[config.mk]
export PLATFORM = sky130hd
export DESIGN_NAME = bar_field_engine
export DESIGN_NICKNAME = d
export VERILOG_FILES = /design/src/rtl/bar_field_engine.sv
export SDC_FILE = /design/constraint.sdc
export NUM_CORES = 1
export LEC_CHECK = 0
export ABC_AREA = 1
export ABC_CLOCK_PERIOD_IN_PS = 11560
export BUFFER_PORTS_ARGS = -buffer_cell sky130_fd_sc_hd__buf_4
export CAP_MARGIN = 20
export CORE_ASPECT_RATIO = 1.25
export CORE_MARGIN = 5
export CORE_UTILIZATION = 65
export DETAILED_ROUTE_END_ITERATION = 8
export GPL_TIMING_DRIVEN = 0
export PLACE_DENSITY = 0.87
export SETUP_SLACK_MARGIN = 0.05
export SYNTH_ARGS = -nofsm -noshare
export SYNTH_HDL_FRONTEND = slang
export SYNTH_SLANG_ARGS = --single-unit
[constraint.sdc]
create_clock -name clk -period 11.56 [get_ports clk]
set_clock_uncertainty 0.05 [all_clocks]
set_input_delay 1.734 -clock clk [delete_from_list [all_inputs] [get_ports clk]]
set_output_delay 1.734 -clock clk [all_outputs]
set_load 0.01 [all_outputs]
[src/rtl/bar_field_engine.sv]
// Scrolling top/bottom bar field, player ride height and collision/HP state machine.
// Sits between the VGA sync generator and the colour mux; all field outputs are pixel-clock registered.
module bar_field_engine #(
    parameter int H_ACTIVE      = 640,
    parameter int BAR_WIDTH     = 40,
    parameter int VISIBLE_WIDTH = 25,
    parameter int NUM_SAMPLES   = 10,
    parameter int AMP_STEP      = 10,
    parameter int FIELD_X0      = 100,
    parameter int FIELD_X1      = 540,
    parameter int FIELD_Y0      = 180,
    parameter int FIELD_Y1      = 400,
    parameter int TOP_DEPTH     = 110,
    parameter int BOT_DEPTH     = 60,
    parameter int PLAYER_X      = 200,
    parameter int PLAYER_BASE_Y = 315,
    parameter int HP_MAX        = 20,
    parameter int HIT_DAMAGE    = 1,
    parameter int IFRAMES       = 30
) (
    input  logic       clk,
    input  logic       rst_n,
    input  logic       frame_tick,
    input  logic [9:0] pix_x,
    input  logic [9:0] pix_y,
    input  logic       video_active,
    input  logic       player_pix,
    input  logic       start,
    input  logic [3:0] speed,
    input  logic       direction,
    output logic       bar_pix,
    output logic [9:0] x_offset,
    output logic [9:0] player_y,
    output logic [7:0] hp,
    output logic [1:0] state,
    output logic       flash
);
    localparam int SW     = (NUM_SAMPLES > 1) ? $clog2(NUM_SAMPLES) : 1;
    localparam int PW     = (BAR_WIDTH > 1) ? $clog2(BAR_WIDTH) : 1;
    localparam int PSEG   = (PLAYER_X / BAR_WIDTH) % NUM_SAMPLES;
    localparam int PPOS   = PLAYER_X % BAR_WIDTH;
    localparam int PDIF   = PSEG - NUM_SAMPLES / 2;
    localparam int PY_RST = PLAYER_BASE_Y - AMP_STEP * ((PDIF < 0) ? -PDIF : PDIF);

    typedef enum logic [1:0] {S_IDLE = 2'd0, S_PLAY = 2'd1, S_HURT = 2'd2, S_OVER = 2'd3} state_t;

    function automatic logic [11:0] sample_of(input logic [SW-1:0] seg);
        int d;
        d = int'(seg) - NUM_SAMPLES / 2;
        if (d < 0) d = -d;
        return 12'(AMP_STEP * d);
    endfunction

    // Ride height from the column under PLAYER_X for a given offset.
    function automatic logic [9:0] py_of(input logic [SW-1:0] seg, input logic [PW-1:0] pos);
        int c;
        int sg;
        c  = int'(pos) + PPOS;
        sg = int'(seg) + PSEG + ((c >= BAR_WIDTH) ? 1 : 0);
        if (sg >= NUM_SAMPLES) sg -= NUM_SAMPLES;
        return 10'(PLAYER_BASE_Y - int'(sample_of(SW'(sg))));
    endfunction

    state_t          st_q, st_d;
    logic [7:0]      hp_q, hp_d, ifr_q, ifr_d, dmg;
    logic [SW-1:0]   off_seg, seg_d, adv_seg, col_seg, eff_seg, col_seg_nxt;
    logic [PW-1:0]   off_pos, pos_d, adv_pos, col_pos, eff_pos, col_pos_nxt;
    logic [9:0]      py_q, py_d;
    logic            hit_q, hit_d, hit_now, bar_q, pp_q, lit;
    logic [11:0]     s, x12, y12;
    logic            in_x, in_y, top_on, bot_on;

    // Running column counters: reload from the offset at pix_x==0, then step per pixel.
    always_comb begin
        eff_seg     = (pix_x == 10'd0) ? off_seg : col_seg;
        eff_pos     = (pix_x == 10'd0) ? off_pos : col_pos;
        col_pos_nxt = eff_pos + PW'(1);
        col_seg_nxt = eff_seg;
        if (eff_pos == PW'(BAR_WIDTH - 1)) begin
            col_pos_nxt = '0;
            col_seg_nxt = (eff_seg == SW'(NUM_SAMPLES - 1)) ? '0 : eff_seg + SW'(1);
        end
    end

    always_comb begin
        s      = sample_of(eff_seg);
        x12    = {2'b00, pix_x};
        y12    = {2'b00, pix_y};
        in_x   = (x12 > 12'(FIELD_X0)) && (x12 < 12'(FIELD_X1));
        in_y   = (y12 > 12'(FIELD_Y0)) && (y12 < 12'(FIELD_Y1));
        // Limits rearranged as sums so nothing underflows when s is large.
        top_on = (y12 + s) < 12'(FIELD_Y0 + TOP_DEPTH);
        bot_on = (y12 + s + 12'(BOT_DEPTH)) > 12'(FIELD_Y1);
        lit    = video_active && (int'(eff_pos) < VISIBLE_WIDTH) && in_x && in_y && (top_on || bot_on);
    end

    // Offset advanced by one frame step, carry/borrow from pos into seg.
    always_comb begin
        int step_i;
        int ps;
        int ss;
        step_i = (speed == 4'd0) ? 1 : int'(speed);
        ss     = int'(off_seg);
        if (!direction) begin
            ps = int'(off_pos) + step_i;
            if (ps >= BAR_WIDTH) begin
                ps -= BAR_WIDTH;
                ss = (ss == NUM_SAMPLES - 1) ? 0 : ss + 1;
            end
        end else begin
            ps = int'(off_pos) - step_i;
            if (ps < 0) begin
                ps += BAR_WIDTH;
                ss = (ss == 0) ? NUM_SAMPLES - 1 : ss - 1;
            end
        end
        adv_seg = SW'(ss);
        adv_pos = PW'(ps);
    end

    always_comb begin
        st_d    = st_q;
        hp_d    = hp_q;
        ifr_d   = ifr_q;
        seg_d   = off_seg;
        pos_d   = off_pos;
        py_d    = py_q;
        dmg     = (hp_q < 8'(HIT_DAMAGE)) ? hp_q : 8'(HIT_DAMAGE);
        hit_now = pp_q && bar_q && (st_q == S_PLAY);
        hit_d   = frame_tick ? hit_now : (hit_q || hit_now);
        case (st_q)
            S_IDLE: begin
                if (start) begin
                    st_d  = S_PLAY;
                    hit_d = 1'b0;
                end
            end
            S_PLAY: begin
                if (frame_tick) begin
                    seg_d = adv_seg;
                    pos_d = adv_pos;
                    if (hit_q) begin
                        hp_d = hp_q - dmg;
                        if (hp_d == 8'd0) begin
                            st_d = S_OVER;
                        end else begin
                            st_d  = S_HURT;
                            ifr_d = 8'(IFRAMES);
                        end
                    end
                end
            end
            S_HURT: begin
                if (frame_tick) begin
                    seg_d = adv_seg;
                    pos_d = adv_pos;
                    if (ifr_q <= 8'd1) begin
                        ifr_d = '0;
                        st_d  = S_PLAY;
                    end else begin
                        ifr_d = ifr_q - 8'd1;
                    end
                end
            end
            S_OVER: begin
                if (start) begin
                    st_d  = S_PLAY;
                    hp_d  = 8'(HP_MAX);
                    seg_d = '0;
                    pos_d = '0;
                    ifr_d = '0;
                    hit_d = 1'b0;
                end
            end
            default: st_d = S_IDLE;
        endcase
        if (frame_tick) py_d = py_of(seg_d, pos_d);
    end

    always_ff @(posedge clk or negedge rst_n) begin
        if (!rst_n) begin
            st_q    <= S_IDLE;
            hp_q    <= 8'(HP_MAX);
            ifr_q   <= '0;
            off_seg <= '0;
            off_pos <= '0;
            py_q    <= 10'(PY_RST);
            hit_q   <= 1'b0;
            col_seg <= '0;
            col_pos <= '0;
            bar_q   <= 1'b0;
            pp_q    <= 1'b0;
        end else begin
            st_q    <= st_d;
            hp_q    <= hp_d;
            ifr_q   <= ifr_d;
            off_seg <= seg_d;
            off_pos <= pos_d;
            py_q    <= py_d;
            hit_q   <= hit_d;
            col_seg <= col_seg_nxt;
            col_pos <= col_pos_nxt;
            bar_q   <= lit;
            pp_q    <= player_pix;
        end
    end

    assign bar_pix  = bar_q;
    assign x_offset = 10'(int'(off_seg) * BAR_WIDTH + int'(off_pos));
    assign player_y = py_q;
    assign hp       = hp_q;
    assign state    = st_q;
    assign flash    = (st_q == S_HURT) && ifr_q[2];
endmodule

==> results.md <==
* Crit end category: flop
* WP data required at 11730 ps
* CP top delay family: simple AND/OR/NAND/NOR gates
* Count of cell types in the netlist at 51
* Rows at 38
* Critical path's most frequent cell: ha_1
* CP Launch Type: input pin
* Post-cts resize count at 0
* Synth Register Bits at 50
* Unrepaired setup endpoints after global routing: no
* Critical Setup Path Class: input pin to flop
* Core area at approximately 8600 um^2
* Die H at about 110 um
* Synth top area cells: dfrtp_1, ha_1, nand2_1
* Post-synth EDFFs at 0
* CP max FO at 8
* Period utilization at 0.744
* Buf/Inv on CP at 7
* Fmax at between 100 and 150 MHz
* Final Hold Vio Count at 0
* CTS clk-pin slew, worst paths at approximately 100 ps
* Initial antenna violation count at 0
* Worst skew pair latency at 330 ps
* Mapped Area at between 5000 and 6000 um^2
* Inserted Clock Buffers at 5
* Synth Warn # at 0
* H-tree levels at 2
* TNS Setup at 0 ps
* CTS tree: done
* Cell taking the most area after synthesis: dfrtp_1
* CP Depth at 49
* Crit path max-delay cell type: fa_1
* Routed wire per std cell at approximately 13 um
* Post-synth ARST share at 1.00
* Initial drt markers at roughly 240
* Max incr delay on CP at around 400 ps
* Hold depth at 2
* Yosys top cell area share at 0.190
* PortBufs at between 50 and 60
* CTS root buf: clkbuf_8
* Rel. slew slack at 0.346
* Sequential fraction of the synthesis area at 0.222
* Post-Syn Area per Cell at 7.16 um^2
* Total GRT Usage at 0.254
* Top_reg_cell synth: dfrtp_1
* First-pass GRT wire length at between 20000 and 25000 um
* Setup bufs post-CTS at 0
* Total gr overflow at 0
* Clk sinks at 50
* Min Tclk post-route at approximately 8600 ps
* Final setup fails at 0
* Ports at 63
* Least-Margin Pin Slew at between 900 and 1000 ps
* Final wirelength at between 10000 and 15000 um
* # nets final at about 990
* Layout area overhead at 13.0%
* Maximum Capacitance Violations at 0
* Share of cells above drive strength 1 at 0.146
* Min-Delay Path Class: flop to flop
* Max-slew violations at 0
* ANT nets after route at 0
* Vias in the first global route at between 5000 and 6000
* Die width at about 94 um
* Gpl congestion at about 0.93
* Cts hold-fix bufs at 0
* Post-DP HPWL at 10800 um
* Cells after Synth at 793
* DRC viols at 0
* Area of the die at ~11000 um^2
* Clk buf depth at 2
* Drt via density at around 5.5
* TritonRoute pass-1 iters at 4
* Antenna Cells at 0
* Worst Reg-to-Reg Cells at 46
* Vias at about 5400
* Initial Util at 0.659
* Maximum number of pins on one net before global-route repair at between 50 and 60
* Status: finished clean
* Critical Path AT at around 8800 ps
## state kept, by name, indices dropped and copies added, names as in the netlist
register,cells
off_pos,6
off_seg,4
hp,8
hit_q,1
bar_pix,1
state,2
col_seg,4
ifr_q,8
player_y,9
pp_q,1
col_pos,6
## tightest hold or removal path, cell delays in order (launching register included)
cell and delay (ps):
dfrtp_1 360, nand2_1 60, nand2_1 60
## layout by cell type, fill, tap and decap left out, drive strengths merged, types with 4 or more instances in the layout
cell    synthesis  layout
or2             4       4
conb            2      14
o31ai           4       4
nor3b           4       4
a21oi          37      37
o22ai           6       6
buf             7      66
o21ai          68      68
nor2           62      62
a31oi           8       8
nor3           14      14
fa              7       7
nand4          10      10
nand2         158     158
dfstp           7       7
inv           138     140
nand3          55      55
xnor2          13      13
ha             77      77
xor2           30      30
dfrtp          43      43
clkbuf          7      12
## area by class of cell
class | instances | area (um^2)
fill | 674 | 2190
sequential | 50 | 1260
inverter | 139 | 522
clock inverter | 3 | 28.8
timing repair buffer | 59 | 443
buffer | 14 | 73.8
multi-input combinational | 602 | 3860
tap | 120 | 150
clock buffer | 5 | 68.8
## cell families (layout without fill, tap and decap cells)
family | Yosys count | in the layout | share of synthesized area
AND/OR/NAND/NOR | 313 | 313 | 0.255
buffers and inverters | 153 | 220 | 0.105
AO/OA/AOI/OAI | 148 | 148 | 0.154
adder cells (fa/ha/maj) | 84 | 84 | 0.194
flip-flops | 50 | 50 | 0.222
XOR/XNOR | 43 | 43 | 0.0690
other | 2 | 14 | 0.00132
## routing by layer
metal / global-route usage / share of wire / up-vias
met5: 0 / 0 / -
met4: 0.105 / 0.029 / 0
met3: 0.0355 / 0.029 / 37
met2: 0.507 / 0.56 / 112
met1: 0.259 / 0.38 / 2554
li1: - / - / 2739
## Yosys cell counts, types with 2 or more instances
cell type / count
o311ai_0: 2
dfstp_2: 7
nand2_4: 3
clkbuf_1: 7
nand2_1: 137
and2_1: 2
buf_4: 5
o31ai_1: 4
dfrtp_1: 43
o32ai_1: 2
a21oi_4: 2
a31o_2: 3
xor2_1: 28
xor2_2: 2
conb_1: 2
nand4_1: 10
o22ai_1: 6
fa_1: 7
inv_2: 7
nor3b_1: 4
nand2_2: 18
a211oi_1: 3
a22oi_1: 3
nand3b_1: 2
nand3_2: 2
nor2_1: 61
inv_1: 131
or2_2: 4
o21bai_1: 3
ha_1: 77
nand3_4: 2
nor3_1: 13
o21a_1: 2
a31oi_1: 8
o21ai_0: 66
xnor2_1: 13
o211ai_1: 2
nor4_1: 2
a21oi_1: 35
nand3_1: 51
buf_2: 2
## metrics by stage
stage / util / instances / hold WS [ps] / setup slack, ps / cell area, um^2
floorplan: - / 805 / 441 / 3700 / 5720
global placement: 0.734 / 984 / 415 / 3000 / 6310
detailed placement: 0.734 / 984 / 427 / 2760 / 6310
CTS: 0.745 / 992 / 452 / 2970 / 6410
global route: 0.745 / 992 / 481 / 2320 / 6410
finish: 0.745 / 992 / 447 / 2950 / 6410
## final timing paths
path	endpoint	slack [ps]	from
max in group asynchronous	player_y[9]	9670	rst_n
min in group asynchronous	off_seg[0]	1360	rst_n
worst max register to register	player_y[7]	4400	off_pos[0]
worst max-delay path	player_y[7]	2950	speed[1]
worst min register to register	player_y[6]	450	player_y[6]
worst min-delay path	player_y[6]	450	player_y[6]
Power is left out: the tool's default activity adds up to more than one toggle a clock period on the data nets, which glitch-free logic cannot reach.
